==> src/rtl/gpr_operand_collector_pkg.sv <==
// Shared types and latency helpers for the GPR operand collector.
// Record widths are fixed by the OPC_* constants below.
package e_gpu_opc_pkg;

  localparam int OPC_DATAW    = 32;
  localparam int OPC_NUM_REGS = 64;
  localparam int OPC_TAGW     = 8;
  localparam int OPC_ADDRW    = $clog2(OPC_NUM_REGS);

  typedef struct packed {
    logic [OPC_TAGW-1:0]  tag;
    logic [OPC_ADDRW-1:0] rs1;
    logic [OPC_ADDRW-1:0] rs2;
    logic                 byp1_flag;
    logic [OPC_DATAW-1:0] byp1_data;
    logic                 byp2_flag;
    logic [OPC_DATAW-1:0] byp2_data;
  } opc_entry_t;

  typedef struct packed {
    logic [OPC_TAGW-1:0]  tag;
    logic [OPC_DATAW-1:0] op1;
    logic [OPC_DATAW-1:0] op2;
  } rsp_t;

  function automatic int opc_lat(input int mem_out_reg);
    return 1 + mem_out_reg;
  endfunction

  function automatic int opc_obuf_depth(input int mem_out_reg);
    return opc_lat(mem_out_reg) + 2;
  endfunction

  // Youngest matching write-back wins; index 0 is never captured when zero_en is set.
  function automatic opc_entry_t opc_snoop(input opc_entry_t e, input logic wv,
                                           input logic [OPC_ADDRW-1:0] wa,
                                           input logic [OPC_DATAW-1:0] wd,
                                           input logic zero_en);
    opc_entry_t r;
    r = e;
    if (wv && (wa == e.rs1) && !(zero_en && (e.rs1 == {OPC_ADDRW{1'b0}}))) begin
      r.byp1_flag = 1'b1;
      r.byp1_data = wd;
    end
    if (wv && (wa == e.rs2) && !(zero_en && (e.rs2 == {OPC_ADDRW{1'b0}}))) begin
      r.byp2_flag = 1'b1;
      r.byp2_data = wd;
    end
    return r;
  endfunction

endpackage

==> src/rtl/gpr_operand_collector_rsp_fifo.sv <==
// Response FIFO of rsp_t with flop-based head; pointers carry an extra wrap bit
// so a non-power-of-two depth still distinguishes full from empty.
module opc_rsp_fifo
  import e_gpu_opc_pkg::*;
#(
  parameter int DEPTH = 3
) (
  input  logic clk,
  input  logic rst,
  input  logic push,
  input  rsp_t push_data,
  input  logic pop,
  output logic valid,
  output rsp_t head
);

  localparam int PW = $clog2(DEPTH);

  rsp_t         store [DEPTH];
  logic [PW:0]  wr_ptr;
  logic [PW:0]  rd_ptr;
  logic         empty;
  logic         full;
  logic         do_push;
  logic         do_pop;

  function automatic logic [PW:0] ptr_inc(input logic [PW:0] p);
    if (p[PW-1:0] == PW'(DEPTH - 1)) begin
      return {~p[PW], {PW{1'b0}}};
    end else begin
      return {p[PW], p[PW-1:0] + PW'(1)};
    end
  endfunction

  assign empty   = (wr_ptr == rd_ptr);
  assign full    = (wr_ptr[PW-1:0] == rd_ptr[PW-1:0]) && (wr_ptr[PW] != rd_ptr[PW]);
  assign do_push = push && !full;
  assign do_pop  = pop && !empty;
  assign valid   = !empty;
  assign head    = store[rd_ptr[PW-1:0]];

  always_ff @(posedge clk) begin
    if (rst) begin
      wr_ptr <= '0;
      rd_ptr <= '0;
      for (int i = 0; i < DEPTH; i++) begin
        store[i] <= '0;
      end
    end else begin
      if (do_push) begin
        store[wr_ptr[PW-1:0]] <= push_data;
        wr_ptr                <= ptr_inc(wr_ptr);
      end
      if (do_pop) begin
        rd_ptr <= ptr_inc(rd_ptr);
      end
    end
  end

endmodule

==> src/rtl/gpr_operand_collector.sv <==
// Operand collector in front of the 1W/2R GPR memory: read-latency tracking,
// in-flight write-back forwarding, credit-limited response FIFO. Option: OPC_ZERO_REG_EN.
module gpr_operand_collector
  import e_gpu_opc_pkg::*;
#(
  parameter int DATAW       = OPC_DATAW,
  parameter int NUM_REGS    = OPC_NUM_REGS,
  parameter int MEM_OUT_REG = 0,
  parameter int TAGW        = OPC_TAGW,
  localparam int ADDRW      = $clog2(NUM_REGS)
) (
  input  logic             clk_i,
  input  logic             rst_i,
  input  logic             req_valid_i,
  output logic             req_ready_o,
  input  logic [TAGW-1:0]  req_tag_i,
  input  logic [ADDRW-1:0] req_rs1_i,
  input  logic [ADDRW-1:0] req_rs2_i,
  output logic [ADDRW-1:0] mem_raddr_1_o,
  input  logic [DATAW-1:0] mem_rdata_1_i,
  output logic [ADDRW-1:0] mem_raddr_2_o,
  input  logic [DATAW-1:0] mem_rdata_2_i,
  input  logic             wb_valid_i,
  input  logic [ADDRW-1:0] wb_addr_i,
  input  logic [DATAW-1:0] wb_data_i,
  output logic             rsp_valid_o,
  input  logic             rsp_ready_i,
  output logic [TAGW-1:0]  rsp_tag_o,
  output logic [DATAW-1:0] rsp_rs1_data_o,
  output logic [DATAW-1:0] rsp_rs2_data_o
);

  localparam int L          = opc_lat(MEM_OUT_REG);
  localparam int OBUF_DEPTH = opc_obuf_depth(MEM_OUT_REG);
  localparam int CNTW       = $clog2(OBUF_DEPTH + 1);
`ifdef OPC_ZERO_REG_EN
  localparam logic ZERO_EN = 1'b1;
`else
  localparam logic ZERO_EN = 1'b0;
`endif

  logic [CNTW-1:0] cnt;
  logic            accept;
  logic            pop;
  logic            pipe_valid [L];
  opc_entry_t      pipe_q     [L];
  opc_entry_t      snooped    [L];
  opc_entry_t      new_entry;
  rsp_t            out_rsp;
  rsp_t            head;

  // Credits cover both in-flight and buffered entries, so the FIFO cannot overflow.
  assign req_ready_o   = (cnt < CNTW'(OBUF_DEPTH));
  assign accept        = req_valid_i && req_ready_o;
  assign pop           = rsp_valid_o && rsp_ready_i;
  assign mem_raddr_1_o = req_rs1_i;
  assign mem_raddr_2_o = req_rs2_i;

  always_comb begin
    new_entry     = '0;
    new_entry.tag = req_tag_i;
    new_entry.rs1 = req_rs1_i;
    new_entry.rs2 = req_rs2_i;
    new_entry     = opc_snoop(new_entry, wb_valid_i, wb_addr_i, wb_data_i, ZERO_EN);
    for (int i = 0; i < L; i++) begin
      snooped[i] = opc_snoop(pipe_q[i], wb_valid_i, wb_addr_i, wb_data_i, ZERO_EN);
    end
  end

  // Memory returns old data on read-during-write, so the last stage still snoops.
  always_comb begin
    out_rsp     = '0;
    out_rsp.tag = snooped[L-1].tag;
    if (ZERO_EN && (snooped[L-1].rs1 == '0)) begin
      out_rsp.op1 = '0;
    end else if (snooped[L-1].byp1_flag) begin
      out_rsp.op1 = snooped[L-1].byp1_data;
    end else begin
      out_rsp.op1 = mem_rdata_1_i;
    end
    if (ZERO_EN && (snooped[L-1].rs2 == '0)) begin
      out_rsp.op2 = '0;
    end else if (snooped[L-1].byp2_flag) begin
      out_rsp.op2 = snooped[L-1].byp2_data;
    end else begin
      out_rsp.op2 = mem_rdata_2_i;
    end
  end

  always_ff @(posedge clk_i) begin
    if (rst_i) begin
      cnt <= '0;
      for (int i = 0; i < L; i++) begin
        pipe_valid[i] <= 1'b0;
        pipe_q[i]     <= '0;
      end
    end else begin
      pipe_valid[0] <= accept;
      pipe_q[0]     <= new_entry;
      for (int i = 1; i < L; i++) begin
        pipe_valid[i] <= pipe_valid[i-1];
        pipe_q[i]     <= snooped[i-1];
      end
      if (accept && !pop) begin
        cnt <= cnt + CNTW'(1);
      end else if (!accept && pop) begin
        cnt <= cnt - CNTW'(1);
      end else begin
        cnt <= cnt;
      end
    end
  end

  opc_rsp_fifo #(
    .DEPTH (OBUF_DEPTH)
  ) u_rsp_fifo (
    .clk       (clk_i),
    .rst       (rst_i),
    .push      (pipe_valid[L-1]),
    .push_data (out_rsp),
    .pop       (pop),
    .valid     (rsp_valid_o),
    .head      (head)
  );

  assign rsp_tag_o      = head.tag;
  assign rsp_rs1_data_o = head.op1;
  assign rsp_rs2_data_o = head.op2;

endmodule

==> config.mk <==
export PLATFORM = sky130hd
export DESIGN_NAME = gpr_operand_collector
export DESIGN_NICKNAME = d
export VERILOG_FILES = /design/src/rtl/gpr_operand_collector_pkg.sv /design/src/rtl/gpr_operand_collector_rsp_fifo.sv /design/src/rtl/gpr_operand_collector.sv
export SDC_FILE = /design/constraint.sdc
export NUM_CORES = 1
export LEC_CHECK = 0
export BUFFER_PORTS_ARGS = -buffer_cell sky130_fd_sc_hd__buf_2
export CAP_MARGIN = 0
export CORE_AREA = 2 2 169 171
export DETAILED_ROUTE_END_ITERATION = 12
export DIE_AREA = 0 0 171 173
export PLACE_DENSITY = 0.9
export SLEW_MARGIN = 20
export SYNTH_ARGS = -nofsm -noshare
export SYNTH_HDL_FRONTEND = slang
export SYNTH_SLANG_ARGS = --single-unit
==> constraint.sdc <==
create_clock -name clk_i -period 17.8 [get_ports clk_i]
set_input_delay 2.67 -clock clk_i [delete_from_list [all_inputs] [get_ports clk_i]]
set_output_delay 2.67 -clock clk_i [all_outputs]
set_load 0.01 [all_outputs]
==> reports/qor.csv, run 1 <==
metric;value;unit
vias;11200;
syn_inst;1224;
slew_headroom;0.243;
drtPass1Iterations;5;
setup.worst_path.end_class;register;
grt_pass1_wl;65.1;mm
antenna_found_initial;1;
cts_buffer_depth;3;
start_kind;primary input;
synth.distinct_cells;45;
final_cell_area;19700;sq um
hpwl;24.8;mm
cp_slowest_cell;buf_4;
synth_most_common_cell;edfxtp_1;
final_max_slew_viol_count;0;
core_region_area;27600;sq um
drive_gt1_frac;0.346;
die_area;29600;sq um
dpl_cell_area;18500;sq um
ys_warn_count;0;
clock_skew;0.0209;ns
status;finished clean;
clkLatencyLatePin;0.53;ns
cts_root_buffer;clkbuf_16;
area_delta_synth_final;14.4;%
layout_min_cycle_time;5.69;ns
vdd.ir_drop.worst;78.7;uV
setup_ws;12.11;ns
track_usage;0.290;
ant_nets;0;
yosys.area.top_type_share;0.503;
async_flop_share;0;
hold_class;register to register;
fp.dieW;171;um
crit_chain;buf_2 -> nand2b_1 -> nor2_1 -> nand3_4 -> nand2b_4 -> buf_4;
crit_required;17.94;ns
syn_area;17200;sq um
wire_per_inst;23.8;um
cts_resized;0;
final_util;0.712;
vias_per_cell;6.25;
nets;1517;
final.setup.tns;0;ns
dieHeight;173;um
final_hold_viol_count;0;
gp_congestion;0.824;
cp_max_fo;65;
post-place-ws;11.61;ns
seq_area_frac_synth;0.616;
cp.arrival;5.83;ns
synth_top_area_cell;edfxtp_1;
p_leak;0.00720;uW
grt_pass1_vias;11800;
fmax;0.176;GHz
cts_buffers;37;
setup_viol;0;
synthFlopType;edfxtp_1;
synth_fp_nets;1352;
ys_seq_elements;385;
crit_type;primary input to register;
ctsHoldBuffers;0;
synthTopCellsByArea;edfxtp_1, dfxtp_1, mux4_2, nor3_1, mux2_2;
pwr_density_cell;100;nW/um^2
dp.cells;1728;
fin_crit_sh;0.320;
cts.clk_slew.worst_paths;0.06;ns
cts_setup_buffers;0;
row_count;61;
final.fill_count;1826;
ioPinCount;213;
rsz0062_at_grt;false;
grt_max_degree;73;
instances_no_fill;1797;
syn_avg_cell_area;14.1;sq um
io_buffers;212;
synth_common_cells;edfxtp_1, nor3_1, dfxtp_1;
max_cap_violations;0;
first_iter_violations;1332;
clock-sinks;385;
max_stage_delay;0.78;ns
drcViolationCount;0;
h-tree-depth;2;
tritoncts;built;
synth-edff-count;288;
overflow;0;
finalWirelength;42.7;mm
initial_utilization;0.622;
tightestPinTransition;1.13;ns
## layer usage
| layer | track usage | wire length, um |
|---|---|---|
| met1 | 0.373 | 15600 |
| met2 | 0.488 | 21700 |
| met3 | 0.0556 | 4020 |
| met4 | 0.119 | 1440 |
| met5 | 0 | 0 |
## power breakdown
group          internal, uW  switching (uW)  total [uW]
Combinational          63.3             105         168
Sequential              994            13.9        1010
Clock                   469             322         791
## layout by cell type (no fill, tap or decap), types with 2 or more instances in the layout
| cell type | n |
|---|---|
| a21oi_1 | 71 |
| and2_1 | 89 |
| and3_1 | 4 |
| buf_2 | 212 |
| buf_4 | 12 |
| bufinv_16 | 3 |
| clkbuf_1 | 17 |
| clkbuf_16 | 39 |
| clkbuf_8 | 5 |
| clkinv_1 | 2 |
| dfxtp_1 | 93 |
| dfxtp_2 | 2 |
| dfxtp_4 | 2 |
| edfxtp_1 | 288 |
| inv_1 | 3 |
| mux2_2 | 64 |
| mux4_2 | 72 |
| nand2_1 | 6 |
| nand2b_1 | 3 |
| nand2b_4 | 2 |
| nand3_1 | 6 |
| nand3_4 | 3 |
| nand4_1 | 4 |
| nor2_1 | 71 |
| nor2b_1 | 24 |
| nor3_1 | 194 |
| nor3_2 | 35 |
| nor3_4 | 30 |
| nor4_2 | 2 |
| o211ai_1 | 2 |
| o21ai_0 | 3 |
| xnor2_1 | 14 |
| xor2_1 | 18 |
## area by class of cell
type                            count  area [sq um]  area share
Timing Repair Buffer              225          1160      0.0591
Inverter                            3          11.3    0.000572
Antenna cell                        1          2.50    0.000127
Tap cell                          378           473      0.0240
Clock inverter                      7           111     0.00566
Multi-Input combinational cell    737          6210       0.316
Clock buffer                       61          1110      0.0563
Sequential cell                   385         10600       0.539
## per-stage QoR
step	hold slack [ns]	power, uW
after floorplan	0.427	1120
after global placement	0.441	1190
after detailed placement	0.445	1190
after CTS	0.457	1970
after global routing	0.468	2020
final	0.455	1970
## state kept, by name (all words and copies together) (netlist names), named ones only
| name | count |
|---|---|
| u_rsp_fifo.wr_ptr | 3 |
| pipe_q | 86 |
| cnt | 2 |
| u_rsp_fifo.store | 288 |
| pipe_valid | 1 |
| u_rsp_fifo.rd_ptr | 3 |
## worst paths after layout
| check | start | end | slack [ns] | cells after the start |
|---|---|---|---|---|
| max reg2reg | u_rsp_fifo.wr_ptr[1]$_SDFFE_PP0P_ | u_rsp_fifo.store[1][26]$_SDFFCE_PN0P_ | 14.23 | 5 |
| max | rst_i | u_rsp_fifo.store[0][24]$_SDFFCE_PN0P_ | 12.11 | 6 |
| min reg2reg | pipe_q[0][80]$_SDFF_PP0_ | u_rsp_fifo.store[3][66]$_DFFE_PP_ | 0.46 | 0 |
| min | pipe_q[0][80]$_SDFF_PP0_ | u_rsp_fifo.store[3][66]$_DFFE_PP_ | 0.46 | 0 |
## critical path: cells and delay by family
family | cells | cell delay [ns]
buf+inv | 2 | 1.08
simple gates | 4 | 1.98
## kinds of logic after synthesis
kind of cell	count (synthesis)	share of synthesized area
mux	136	0.136
flops	385	0.616
buf+inv	102	0.0291
compound gates	86	0.0273
simple gates	482	0.175
fa+ha+maj	1	0.000727
xor+xnor	32	0.0163
Note: power is estimated with default switching activity, not from simulation.
==> run 2: changes to the inputs <==
--- a/config.mk
+++ b/config.mk
@@ -7,10 +7,10 @@
 export LEC_CHECK = 0
 export BUFFER_PORTS_ARGS = -buffer_cell sky130_fd_sc_hd__buf_2
 export CAP_MARGIN = 0
-export CORE_AREA = 2 2 169 171
+export CORE_AREA = 2 2 184 186
 export DETAILED_ROUTE_END_ITERATION = 12
-export DIE_AREA = 0 0 171 173
-export PLACE_DENSITY = 0.9
+export DIE_AREA = 0 0 186 188
+export PLACE_DENSITY = 0.82
 export SLEW_MARGIN = 20
 export SYNTH_ARGS = -nofsm -noshare
 export SYNTH_HDL_FRONTEND = slang
==> constraint.sdc (replaced) <==
create_clock -name clk_i -period 5.1 [get_ports clk_i]
set_input_delay 0.765 -clock clk_i [delete_from_list [all_inputs] [get_ports clk_i]]
set_output_delay 0.765 -clock clk_i [all_outputs]
set_load 0.01 [all_outputs]
==> run 2 against run 1 <==
  * Clock power grew to 3.7 times the previous value
  * Non-clock buffer count grew 2
  * Largest cell class unchanged
  * Critical path type is now register to output pin
  * Hold slack lost 0.0021 ns
==> reports/qor.csv, run 2 (same netlist as run 1, synthesis figures left out) <==
metric;value;unit;change
status;finished clean;;
io_buffers;212;;unchanged
nets;1522;;+0.33%
combPwrFrac;0.085;;about the same
clockPowerShare;0.418;;+0.016
vdd.ir_drop.worst;247;uV;+210%
setup_viol;0;;unchanged
hold_class;primary input to register;;
fin_crit_sh;0.649;;
first_iter_violations;1108;;-17%
area_delta_synth_final;15.9;%;
final_hold_viol_count;0;;unchanged
core_region_area;33100;sq um;+20%
cts_root_buffer;clkbuf_16;;
h-tree-depth;2;;unchanged
cp_slowest_cell;mux4_2;;
gp_congestion;0.760;;-7.8%
rr_startpoint;u_rsp_fifo.rd_ptr[2]$_SDFFE_PP0P_;;
p_leak;0.00730;uW;+1.4%
largest_reg_flops;288;;unchanged
grt_max_degree;73;;unchanged
track_usage;0.251;;-0.0392
hpwl;25.5;mm;+2.6%
grt_pass1_wl;65.7;mm;+1.0%
layout_commonest_cell;edfxtp_1;;
antenna_found_initial;0;;-1
cp_top_family;buffers and inverters;;
max_stage_delay;0.59;ns;-0.19 ns
clkLatencyLatePin;0.54;ns;about the same
final.fill_count;2524;;+38%
clock-sinks;385;;unchanged
ctsHoldBuffers;0;;unchanged
crit_type;register to output pin;;
row_count;67;;+9.8%
crit_required;4.34;ns;-13.60 ns
tightestPinTransition;1.16;ns;+0.0246 ns
drtPass1Iterations;5;;unchanged
pwr_density_cell;354;nW/um^2;+250%
worst-path-buf-inv;3;;+1
final_cell_mix;edfxtp_1, buf_2, nor3_1, dfxtp_1, and2_1;;
top_register;u_rsp_fifo.store;;
p_sw;1630;uW;+270%
register_area;10600;sq um;unchanged
final_util;0.602;;-0.110
final.setup.tns;0;ns;unchanged
diodes;0;;-1
wire_per_inst;23.1;um;-2.8%
cts_setup_buffers;0;;unchanged
die_area;35000;sq um;+18%
vias;11200;;-0.29%
drcViolationCount;0;;unchanged
cts_buffers;40;;+8.1%
drive_gt1_frac;0.357;;+0.0107
ant_nets;0;;unchanged
layout_min_cycle_time;3.31;ns;
multi_input_area;6220;sq um;+0.18%
crit_chain;buf_16 -> buf_4 -> mux4_2 -> buf_2;;
swShare;0.231;;+0.00650
slew_headroom;0.227;;-0.0164
grt_pass1_vias;11300;;-5.0%
fmax;0.302;GHz;
cp_max_fo;33;;-49%
cp.arrival;2.54;ns;-3.29 ns
reg_top3;u_rsp_fifo.store (288), pipe_q (86);;
hp-start;req_tag_i[7];;
fp.dieW;186;um;+8.8%
tritoncts;built;;
cts_resized;0;;unchanged
vias_per_cell;5.98;;-4.4%
final_max_slew_viol_count;0;;unchanged
setup.worst_path.end_class;output pin;;
rsz0062_at_grt;false;;
max_cap_violations;0;;unchanged
intPower;5430;uW;+260%
p_seq_frac;0.498;;-0.014
finalWirelength;43.3;mm;+1.4%
ioPinCount;213;;unchanged
cts.clk_slew.worst_paths;0.06;ns;about the same
dieHeight;188;um;+8.7%
cts_buffer_depth;3;;unchanged
overflow;0;;unchanged
initial_utilization;0.519;;-0.103
clock_skew;0.0172;ns;-0.00366 ns
start_kind;register;;
## run 2: cell type report
| cell class | instances | area share |
|---|---|---|
| clock buffer | 55 | 0.0576 |
| clock inverter | 19 | 0.00929 |
| inverter | 3 | 0.000565 |
| multi-input combinational | 737 | 0.312 |
| sequential | 385 | 0.532 |
| tap | 448 | 0.0281 |
| timing repair buffer | 227 | 0.0605 |
## run 2: per-layer routing
metal | GRT usage | share of wire
met1 | 0.336 | 0.38
met2 | 0.407 | 0.48
met3 | 0.0493 | 0.10
met4 | 0.0969 | 0.036
met5 | 0 | 0
## run 2: path summary, 6_finish.rpt
check                                                to  slack [ns]  cells after the start
setup / recovery                      rsp_rs2_data_o[0]        1.79                      4
hold / removal                 pipe_q[0][85]$_SDFF_PP0_        0.45                      2
setup reg to reg  u_rsp_fifo.store[2][32]$_SDFFCE_PN0P_        2.12                      4
hold reg to reg       u_rsp_fifo.store[3][67]$_DFFE_PP_        0.46                      0
## run 2: metrics by stage
stage	instances	setup WS, ns	cell area (sq um)	hold WS [ns]	power [uW]
2_1_floorplan	1224	0.872	17200	0.427	3920
3_3_place_gp	1799	1.74	18600	0.447	4160
3_5_place_dp	1799	1.72	18600	0.453	4170
6_report	1874	1.79	19900	0.453	7060
4_1_cts	1873	1.46	19900	0.441	7080
5_1_grt	1874	1.62	19900	0.453	7260
## run 2: power by group through the flow
stage / Clock [uW] / Combinational [uW] / Sequential, uW
floorplan: 0 / 357 / 3560
global placement: 0 / 582 / 3570
detailed placement: 0 / 590 / 3580
CTS: 2970 / 594 / 3520
global route: 3100 / 640 / 3520
finish: 2950 / 597 / 3510
==> run 3: changes to the inputs <==
--- a/config.mk
+++ b/config.mk
@@ -5,11 +5,12 @@
 export SDC_FILE = /design/constraint.sdc
 export NUM_CORES = 1
 export LEC_CHECK = 0
+export ABC_AREA = 1
 export BUFFER_PORTS_ARGS = -buffer_cell sky130_fd_sc_hd__buf_2
 export CAP_MARGIN = 0
-export CORE_AREA = 2 2 184 186
+export CORE_AREA = 2 2 183 185
 export DETAILED_ROUTE_END_ITERATION = 12
-export DIE_AREA = 0 0 186 188
+export DIE_AREA = 0 0 185 187
 export PLACE_DENSITY = 0.82
 export SLEW_MARGIN = 20
 export SYNTH_ARGS = -nofsm -noshare
==> constraint.sdc (replaced) <==
create_clock -name clk_i -period 2.7 [get_ports clk_i]
set_input_delay 0.405 -clock clk_i [delete_from_list [all_inputs] [get_ports clk_i]]
set_output_delay 0.405 -clock clk_i [all_outputs]
set_load 0.01 [all_outputs]
==> run 3 against run 2 <==
  * Sequential cell count stayed put
  * Register-to-register slack worse by 1.4 ns
  * Final cell count is 30% higher
  * Total power is 110% higher
  * Design area is 1.2% lower
  * Utilization is 0.26 points lower
  * Sequential power is 91% higher
  * Worst setup slack worse by 1.7 ns
  * Clock-buffer cell count is 3 lower
  * Hold slack worse by 0.37 ns
  * Critical path depth stayed put
  * Sequential share of layout area is 0.65 points higher
  * Largest power group unchanged
==> reports/qor.csv, run 3 <==
metric;value;unit;change
start_kind;register;;
setup_viol;0;;unchanged
syn_area;17100;sq um;-0.53%
status;finished clean;;
largest_reg_flops;288;;unchanged
dieHeight;187;um;-0.53%
ctsHoldBuffers;0;;unchanged
vdd.ir_drop.worst;445;uV;+81%
slew_headroom;0.504;;+0.277
async_flop_share;0;;unchanged
combPwrFrac;0.216;;+0.131
setup_ws;0.127;ns;-1.67 ns
grt_pass1_vias;13700;;+22%
core_region_area;32900;sq um;-0.76%
swShare;0.295;;+0.0640
wire_per_inst;19.7;um;-15%
clkLatencyLatePin;0.53;ns;about the same
rsz0062_at_grt;false;;
final_cell_mix;nand2_1, edfxtp_1, nor2_1, buf_2, a21oi_1;;
max_cap_violations;0;;unchanged
drive_gt1_frac;0.168;;-0.189
layout_commonest_cell;nand2_1;;
p_leak;0.00774;uW;+6.1%
ys_warn_count;0;;unchanged
cts_buffer_depth;3;;unchanged
setup.worst_path.end_class;output pin;;
synth_most_common_cell;nand2_1;;
cp_slowest_cell;dfxtp_4;;
finalPower;15000;uW;+110%
first_iter_violations;1808;;+63%
synth_common_cells;nand2_1, edfxtp_1, nor2_1;;
final.fill_count;2750;;+9.0%
post-place-ws;0.453;ns;-1.26 ns
max_stage_delay;0.37;ns;-0.22 ns
intPower;10600;uW;+95%
p_sw;4430;uW;+170%
cts.clk_slew.worst_paths;0.06;ns;about the same
cts_buffers;38;;-5.0%
track_usage;0.273;;+0.0221
tightestPinTransition;0.744;ns;-0.416 ns
synth.distinct_cells;32;;-29%
fp.dieW;185;um;-0.54%
vias;14200;;+27%
initial_utilization;0.521;;+0.00120
final_util;0.599;;-0.00263
grt_pass1_wl;73.5;mm;+12%
ys_seq_elements;385;;unchanged
whs;0.0783;ns;-0.375 ns
seq_area_frac_synth;0.619;;+0.00329
tritoncts;built;;
synth_fp_nets;1933;;+43%
drtPass1Iterations;5;;unchanged
cts_setup_buffers;0;;unchanged
crit_required;2.30;ns;-2.04 ns
clock_skew;0.0172;ns;+0.00000640 ns
overflow;0;;unchanged
synthFlopType;edfxtp_1;;
clock-sinks;385;;unchanged
row_count;67;;unchanged
fmax;0.389;GHz;
synth_top_area_cell;edfxtp_1;;
clockPowerShare;0.338;;-0.080
cts_resized;0;;unchanged
layout_min_cycle_time;2.57;ns;
syn_avg_cell_area;9.48;sq um;-33%
vias_per_cell;5.85;;-2.2%
cp_max_fo;144;;+340%
cts_root_buffer;clkbuf_16;;
hpwl;29.5;mm;+16%
yosys.area.top_type_share;0.506;;+0.00268
gp_congestion;0.952;;+25%
grt_max_degree;145;;+99%
synth-edff-count;288;;unchanged
area_delta_synth_final;15.1;%;
ioPinCount;213;;unchanged
ant_nets;0;;unchanged
cp.arrival;2.17;ns;-0.37 ns
h-tree-depth;2;;unchanged
antenna_found_initial;2;;+2
top_register;u_rsp_fifo.store;;
fin_crit_sh;0.953;;
hold_class;primary input to register;;
pwr_density_cell;763;nW/um^2;+120%
synthTopCellsByArea;edfxtp_1, dfxtp_1, nand2_1, a21oi_1, nor2_1;;
syn_inst;1805;;+47%
final_hold_viol_count;0;;unchanged
finalWirelength;47.9;mm;+11%
p_seq_frac;0.446;;-0.052
die_area;34600;sq um;-1.1%
final_max_slew_viol_count;0;;unchanged
crit_type;register to output pin;;
crit_chain;buf_12 -> o21ai_0 -> o22ai_1 -> buf_2;;
nets;2084;;+37%
reg_top3;u_rsp_fifo.store (288), pipe_q (86);;
drcViolationCount;0;;unchanged
io_buffers;212;;unchanged
[run 3: changes by cell type after synthesis, sizes merged, moves of 89 or more]
cell / previous run / this run
and2: 89 / 0
inv: 3 / 95
nor2: 71 / 247
nand2: 6 / 328
nor3: 259 / 32
a21oi: 71 / 204
o21ai: 3 / 217
[run 3: area by class of cell]
class,instances,area [sq um],share of cell area
clock inverter,15,120,0.00610
tap,448,561,0.0285
clock buffer,52,1050,0.0536
antenna,1,2.50,0.000127
sequential,385,10600,0.538
multi-input combinational,1190,5500,0.279
timing repair buffer,244,1490,0.0756
inverter,97,368,0.0187
[run 3: metal layers]
layer / vias up / part of all wire / GRT usage
met1: 6667 / 0.38 / 0.363
li1: 6541 / - / -
met5: - / 0.00056 / 0
met2: 887 / 0.48 / 0.441
met3: 123 / 0.11 / 0.0600
met4: 4 / 0.033 / 0.103
[run 3: kinds of logic (layout without fill, tap and decap cells)]
| kind of cell | count (synthesis) | in the layout | share of synthesized area |
|---|---|---|---|
| AOI/OAI and AO/OA | 499 | 499 | 0.152 |
| xor gates and xnor gates | 7 | 7 | 0.00358 |
| adders and majority gates | 1 | 1 | 0.000731 |
| buffers and inverters | 230 | 408 | 0.0633 |
| DFF | 385 | 385 | 0.619 |
| other | 0 | 1 | 0 |
| and+or+nand+nor | 683 | 683 | 0.161 |
[run 3: power by group through the flow]
stage               sequential [uW]  combinational, uW  clock [uW]
floorplan                      6790               1920           0
global placement               6810               3150           0
detailed placement             6820               3230           0
CTS                            6700               3250        5100
global route                   6720               3550        5320
finish                         6700               3250        5090
[run 3: worst max-delay path: cells and delay by family, from the launching register on]
family | cells | cell delay (ns)
DFF | 1 | 0.37
buffers and inverters | 2 | 0.56
AOI/OAI and AO/OA | 2 | 0.47
[run 3: final timing paths]
check / endpoint / slack, ns / start / cells past startpoint
hold / removal: pipe_q[0][83]$_SDFF_PP0_ / 0.08 / req_tag_i[5] / 3
setup reg to reg: u_rsp_fifo.store[2][30]$_SDFFCE_PN0P_ / 0.74 / pipe_q[0][66]$_SDFF_PP0_ / 8
setup / recovery: rsp_rs2_data_o[2] / 0.13 / register / 4
hold reg to reg: u_rsp_fifo.store[3][64]$_DFFE_PP_ / 0.43 / pipe_q[0][78]$_SDFF_PP0_ / 0
[run 3: metrics by stage]
stage | setup TNS, ns | std cells | instance area [sq um]
6_report | 0 | 2432 | 19700
5_1_grt | 0 | 2431 | 19700
4_1_cts | 0 | 2431 | 19700
3_5_place_dp | 0 | 2364 | 18500
3_3_place_gp | 0 | 2364 | 18500
2_1_floorplan | -50.11 | 1805 | 17200
